$ cat config.mk
export PLATFORM = sky130hd
export DESIGN_NAME = mux_varredura_canais_flat
export DESIGN_NICKNAME = d
export VERILOG_FILES = /design/src/rtl/mux_varredura_canais_if.sv /design/src/rtl/mux_varredura_canais.sv /design/src/flat_wrapper.sv
export SDC_FILE = /design/constraint.sdc
export NUM_CORES = 1
export LEC_CHECK = 0
export CORE_MARGIN = 2
export CORE_UTILIZATION = 43
export CTS_CLUSTER_SIZE = 24
export DETAILED_ROUTE_END_ITERATION = 7
export GPL_ROUTABILITY_DRIVEN = 0
export PLACE_DENSITY = 0.78
export SYNTH_ARGS = -nofsm -noshare
export SYNTH_HDL_FRONTEND = slang
export SYNTH_SLANG_ARGS = --single-unit
$ cat constraint.sdc
create_clock -name clk -period 2.05 [get_ports clk]
set_clock_uncertainty 0.15 [all_clocks]
set_input_delay 0.615 -clock clk [delete_from_list [all_inputs] [get_ports clk]]
set_output_delay 0.615 -clock clk [all_outputs]
set_load 0.02 [all_outputs]
$ cat src/rtl/mux_varredura_canais_if.sv
// Bus bundle for the channel-scan mux: packed samples, mode/selector controls,
// and the registered sample, index, strobes and active-low valve enables.
interface mux_varredura_canais_if #(
  parameter int WIDTH  = 4,
  parameter int CANAIS = 4
);
  localparam int SEL_W = $clog2(CANAIS);

  logic [CANAIS*WIDTH-1:0] inDados;
  logic                    modo;
  logic [SEL_W-1:0]        chave;
  logic                    habilita;
  logic [WIDTH-1:0]        outX;
  logic [SEL_W-1:0]        outCanal;
  logic                    outValido;
  logic [CANAIS-1:0]       outY;
  logic                    fimCiclo;

  modport master (
    output inDados, modo, chave, habilita,
    input  outX, outCanal, outValido, outY, fimCiclo
  );

  modport slave (
    input  inDados, modo, chave, habilita,
    output outX, outCanal, outValido, outY, fimCiclo
  );
endinterface

$ cat src/rtl/mux_varredura_canais.sv
// Registered channel-scan mux: automatic dwell-based scan or manual selection,
// with a captured sample, its channel index, strobes and an active-low valve vector.
module mux_varredura_canais #(
  parameter int WIDTH  = 4,
  parameter int CANAIS = 4,
  parameter int DWELL  = 8
) (
  input  logic                    clk,
  input  logic                    rst_n,
  mux_varredura_canais_if.slave   bus
);
  localparam int SEL_W  = $clog2(CANAIS);
  localparam int SEL_W1 = SEL_W + 1;
  localparam int CNT_W  = (DWELL > 1) ? $clog2(DWELL) : 1;
  localparam logic [SEL_W-1:0]  IDX_LAST   = SEL_W'(CANAIS - 1);
  localparam logic [CNT_W-1:0]  CNT_LAST   = CNT_W'(DWELL - 1);
  localparam logic [SEL_W1-1:0] NUM_CANAIS = SEL_W1'(CANAIS);

  typedef enum logic [1:0] {
    PARADO = 2'd0,
    AUTO   = 2'd1,
    MANUAL = 2'd2
  } modo_t;

  function automatic logic [WIDTH-1:0] fatia(input logic [CANAIS*WIDTH-1:0] d,
                                             input logic [SEL_W-1:0] k);
    logic [WIDTH-1:0] r;
    r = '0;
    for (int i = 0; i < CANAIS; i++) begin
      r = (SEL_W'(i) == k) ? d[i*WIDTH +: WIDTH] : r;
    end
    return r;
  endfunction

  function automatic logic [CANAIS-1:0] valvulas(input logic [SEL_W-1:0] k);
    logic [CANAIS-1:0] v;
    for (int i = 0; i < CANAIS; i++) begin
      v[i] = (SEL_W'(i) != k);
    end
    return v;
  endfunction

  logic [SEL_W-1:0] idx_r;
  logic [CNT_W-1:0] cnt_r;

  modo_t            modo_s;
  logic [SEL_W-1:0] idx_nxt_s;
  logic [CNT_W-1:0] cnt_nxt_s;
  logic [SEL_W-1:0] sel_s;
  logic             captura_s;
  logic             volta_s;
  logic             chave_ok_s;

  // Out-of-range selectors only exist when CANAIS is not a power of two
  generate
    if ((1 << SEL_W) == CANAIS) begin : g_pot
      assign chave_ok_s = 1'b1;
    end else begin : g_npot
      assign chave_ok_s = ({1'b0, bus.chave} < NUM_CANAIS);
    end
  endgenerate

  // Mode decode and next-state/capture decisions for the coming edge
  always_comb begin
    modo_s    = PARADO;
    idx_nxt_s = idx_r;
    cnt_nxt_s = cnt_r;
    sel_s     = idx_r;
    captura_s = 1'b0;
    volta_s   = 1'b0;

    if (!bus.habilita) begin
      modo_s = PARADO;
    end else if (bus.modo) begin
      modo_s = AUTO;
    end else begin
      modo_s = MANUAL;
    end

    case (modo_s)
      AUTO: begin
        if (cnt_r == CNT_LAST) begin
          cnt_nxt_s = '0;
          captura_s = 1'b1;
          sel_s     = idx_r;
          if (idx_r == IDX_LAST) begin
            idx_nxt_s = '0;
            volta_s   = 1'b1;
          end else begin
            idx_nxt_s = idx_r + SEL_W'(1);
          end
        end else begin
          cnt_nxt_s = cnt_r + CNT_W'(1);
        end
      end
      MANUAL: begin
        cnt_nxt_s = '0;
        if (chave_ok_s) begin
          idx_nxt_s = bus.chave;
          sel_s     = bus.chave;
          captura_s = 1'b1;
        end else begin
          idx_nxt_s = idx_r;
        end
      end
      default: begin
        idx_nxt_s = idx_r;
        cnt_nxt_s = cnt_r;
      end
    endcase
  end

  // State and all registered outputs; valve vector follows the post-edge index
  always_ff @(posedge clk) begin
    if (!rst_n) begin
      idx_r         <= '0;
      cnt_r         <= '0;
      bus.outX      <= '0;
      bus.outCanal  <= '0;
      bus.outValido <= 1'b0;
      bus.fimCiclo  <= 1'b0;
      bus.outY      <= '1;
    end else begin
      idx_r         <= idx_nxt_s;
      cnt_r         <= cnt_nxt_s;
      bus.outValido <= captura_s;
      bus.fimCiclo  <= volta_s;
      if (captura_s) begin
        bus.outX     <= fatia(bus.inDados, sel_s);
        bus.outCanal <= sel_s;
      end else begin
        bus.outX     <= bus.outX;
        bus.outCanal <= bus.outCanal;
      end
      if (modo_s == PARADO) begin
        bus.outY <= '1;
      end else begin
        bus.outY <= valvulas(idx_nxt_s);
      end
    end
  end
endmodule

$ cat src/flat_wrapper.sv
// flat-port wrapper written by rule: the top's interface ports become plain ports
module mux_varredura_canais_flat 
#(
  parameter int WIDTH  = 4,
  parameter int CANAIS = 4,
  parameter int DWELL  = 8
)
  (clk, rst_n, bus_inDados, bus_modo, bus_chave, bus_habilita, bus_outX, bus_outCanal, bus_outValido, bus_outY, bus_fimCiclo);
  mux_varredura_canais_if #(.WIDTH(WIDTH), .CANAIS(CANAIS)) bus_i ();
  input  logic clk;
  input  logic rst_n;
  input wire logic [$bits(bus_i.inDados)-1:0] bus_inDados;
  input wire logic [$bits(bus_i.modo)-1:0] bus_modo;
  input wire logic [$bits(bus_i.chave)-1:0] bus_chave;
  input wire logic [$bits(bus_i.habilita)-1:0] bus_habilita;
  output wire logic [$bits(bus_i.outX)-1:0] bus_outX;
  output wire logic [$bits(bus_i.outCanal)-1:0] bus_outCanal;
  output wire logic [$bits(bus_i.outValido)-1:0] bus_outValido;
  output wire logic [$bits(bus_i.outY)-1:0] bus_outY;
  output wire logic [$bits(bus_i.fimCiclo)-1:0] bus_fimCiclo;
  assign bus_i.inDados = bus_inDados;
  assign bus_i.modo = bus_modo;
  assign bus_i.chave = bus_chave;
  assign bus_i.habilita = bus_habilita;
  assign bus_outX = bus_i.outX;
  assign bus_outCanal = bus_i.outCanal;
  assign bus_outValido = bus_i.outValido;
  assign bus_outY = bus_i.outY;
  assign bus_fimCiclo = bus_i.fimCiclo;
  mux_varredura_canais #(.WIDTH(WIDTH), .CANAIS(CANAIS), .DWELL(DWELL)) u_core (.clk(clk), .rst_n(rst_n), .bus(bus_i));
endmodule
==> impl_results.md <==
- Clock tree from TritonCTS: built
- Grt peak-use layer: met2
- Post-synth EDFFs: 0
- First-pass GRT wire length: 4.03 mm
- Grt met1 use: 21.6%
- Yosys top cell by area: dfxtp_1
- Final setup vio count: 0
- Depth of the most critical reg-to-reg path: 6
- DRT antenna net count: 0
- Cell Area, Synth: 935 um^2
- Fin. max-slew vios: 0
- Worst-path fanout max: 16
- Fin nets: 179
- Crit. End Element: flip-flop
- Largest net degree at the start of global routing: 17
- Top-area cell type share of the netlist area: 36.4%
- Port bufs: 33
- Crit path cell chain: clkdlybuf4s50_1, buf_4, nand2_1, and2_1, a22o_1
- GR Util met3: 4.76%
- Std-Cell Core Area: 2000 um^2
- Drt total wl: 2.49 mm
- Hold Path Class: reg -> reg
- Grt total ovfl: 0
- Fmax achieved: 497 MHz
- Syn nets: 132
- Max rail drop VDD: 0.000497 V
- Slowest cell on crit path: clkdlybuf4s50_1
- Vias in the first global route: 960
- WHS Path Cells: 2
- Status: finished clean
- Die area: 2560 um^2
- Initial Util: 46.7%
- CP Data Arrival Time: 2.06 ns
- Tcrit/Tclk final: 98.1%
- Synth top area cells: dfxtp_1 36%, inv_1 5.2%, a22o_1 4.7%
- Wire per inst: 13.8 um
- Routed via count: 916
- Ratio of cells with drive above 1 in the final layout: 15.0%
- Drt first pass iters: 4
- Vias per cell: 5.09
- Postcts setup bufs: 0
- Placed insts: 176
- Post-Syn Instances: 107
- Post-synthesis sequential area ratio: 36.4%
- Max Cap Viol: 0
- Die Span Y: 50.6 um
- Critical path buffers and inverters: 2
- H-tree depth reported by CTS: 1
- GR Util met2: 39.7%
- Relative slew slack: 77.5%
- Die X: 50.6 um
- Worst-Skew Late Latency: 0.30 ns
- Maximum root-to-sink buffer count: 2
- Critical Path RT: 2.10 ns
- Total GRT Usage: 21.2%
- Flops & latches, synth: 17
- CTS clk-pin slew, worst paths: 0.11 ns
- Netlist cell types: 34
- Layout Cells excl Fill: 180
- Slew @ Worst Pin: 0.337 ns
- Main synth FF type: dfxtp_1
- Syn avg cell area: 8.74 um^2
- Initial DRC Count: 14
- Synth-to-Final Area Change: 52.6%
- # diodes: 0
- TritonCTS Buffers: 3
- Tmin final: 2.01 ns
- DPL Wire Length: 1.87 mm
- RSZ-0062 raised after global routing: yes
- # IOs: 34
- Hold slack: 0.339 ns
- Levels on crit path: 5
- Worst reg2reg setup slack: 0.20 ns
- Pwr dens: 512 nW/um^2
- LEAKAGE: 0.713 nW
- Clk sinks: 17
- Cell row count: 16
- Initial antenna violation count: 0
- Critical path startpoint category: input pin
- Crit path kind: in -> reg
- Top delay family on crit path: buffers and inverters
- Final hold vios: 0
- Yosys Warn Count: 0
- Critical Path Max Stage Delay: 0.56 ns
- CTS root buffer: clkbuf_4
- DRC Markers: 0
- # hold bufs at CTS: 0
- Ys async rst share: 0%
-- layer usage --
layer  vias to the layer above  routed length [um]  part of all wire, %
li1                        475                   -                    -
met1                       409                1040                   42
met2                        26                1280                   51
met3                         6                 120                  4.8
met4                         0                  46                  1.9
met5                         -                   0                    0
-- synthesized netlist by cell type (all sizes together), types with 2 or more instances --
cell     count
a21oi        3
nor2         3
a21boi       2
mux2i        4
and2         3
a2bb2oi      2
a221oi       4
ha           3
nor2b        4
nand2       11
a221o        2
o21ai        4
dfxtp       17
buf          4
a22o         5
nand2b       3
o21a         2
o211ai       4
nand3        4
inv         13
nor3b        2
-- flip-flops by register name (all words and copies together) (netlist names) --
signal,flops
u_core.bus.outCanal,2
u_core.cnt_r,3
u_core.bus.outValido,1
u_core.bus.fimCiclo,1
u_core.bus.outX,4
u_core.idx_r,2
u_core.bus.outY,4
-- placed cells by master (no fill, tap or decap), types with 2 or more instances in the layout --
cell type,n
a21boi_1,2
a21oi_1,3
a221o_1,2
a221oi_1,4
a22o_1,5
a2bb2oi_1,2
and2_1,3
buf_4,13
clkbuf_4,3
clkdlybuf4s50_1,26
dfxtp_1,17
dlymetal6s2s_1,7
ha_1,3
inv_1,13
mux2i_1,3
nand2_1,11
nand2b_1,3
nand3_1,3
nor2_1,3
nor2b_1,4
o211ai_1,4
o21a_1,2
o21ai_1,3
-- worst reg2reg max path, delay by kind of cell (launching register included) --
| family | cells | cell delay, ns |
|---|---|---|
| AO/OA/AOI/OAI | 1 | 0.26 |
| flip-flops | 1 | 0.37 |
| AND/OR/NAND/NOR | 3 | 0.60 |
| adder cells (fa/ha/maj) | 2 | 0.38 |
-- per-stage QoR --
step / utilization, % / cell area, um^2 / setup WS [ns] / total power [W] / setup TNS (ns)
5_1_grt: 71.3 / 1430 / -0.00281 / 0.000768 / -0.00281
3_5_place_dp: 68.4 / 1370 / -0.301 / 0.000549 / -2.30
3_3_place_gp: 68.4 / 1370 / -0.275 / 0.000544 / -2.02
2_1_floorplan: - / 935 / 0.327 / 0.000453 / 0
6_report: 71.3 / 1430 / 0.0383 / 0.000730 / 0
4_1_cts: 69.8 / 1400 / 0.0181 / 0.000734 / 0
-- final cells by class --
type	count	area, um^2
clock buffers	3	22.5
clock inverters	1	5.00
fillers	155	576
inverters	13	48.8
multi-input cells	72	519
flip-flops and latches	17	340
well taps	27	33.8
repair buffers	47	457
-- logic make-up (layout without fill, tap and decap cells) --
| group | count (synthesis) | in the layout | share of synthesized area (%) |
|---|---|---|---|
| buffers and inverters | 18 | 64 | 8.97 |
| and+or+nand+nor | 33 | 33 | 19.5 |
| DFF | 17 | 17 | 36.4 |
| adders and majority gates | 3 | 3 | 4.02 |
| muxes | 4 | 4 | 4.28 |
| AOI/OAI and AO/OA | 32 | 32 | 26.8 |
-- timing repair --
action | CTS | global route
gates resized for setup | 0 | 11
setup endpoints to repair | 0 | 11
hold endpoints to repair | 0 | 0
-- report_power, final --
part	internal, W	switching [W]	total, W
logic	0.000107	0.0000808	0.000187
registers	0.000345	0.0000110	0.000356
clock network	0.0000727	0.000114	0.000187
-- path summary, 6_finish.rpt --
check	start	end
worst max-delay path	bus_habilita	u_core.bus.outX[0]$_SDFFE_PN0P_
worst min-delay path	u_core.cnt_r[2]$_SDFFE_PN0N_	u_core.cnt_r[2]$_SDFFE_PN0N_
worst max register to register	u_core.cnt_r[0]$_SDFFE_PN0N_	u_core.bus.outX[0]$_SDFFE_PN0P_
worst min register to register	u_core.cnt_r[2]$_SDFFE_PN0N_	u_core.cnt_r[2]$_SDFFE_PN0N_
(Power assumes the default switching activity.)
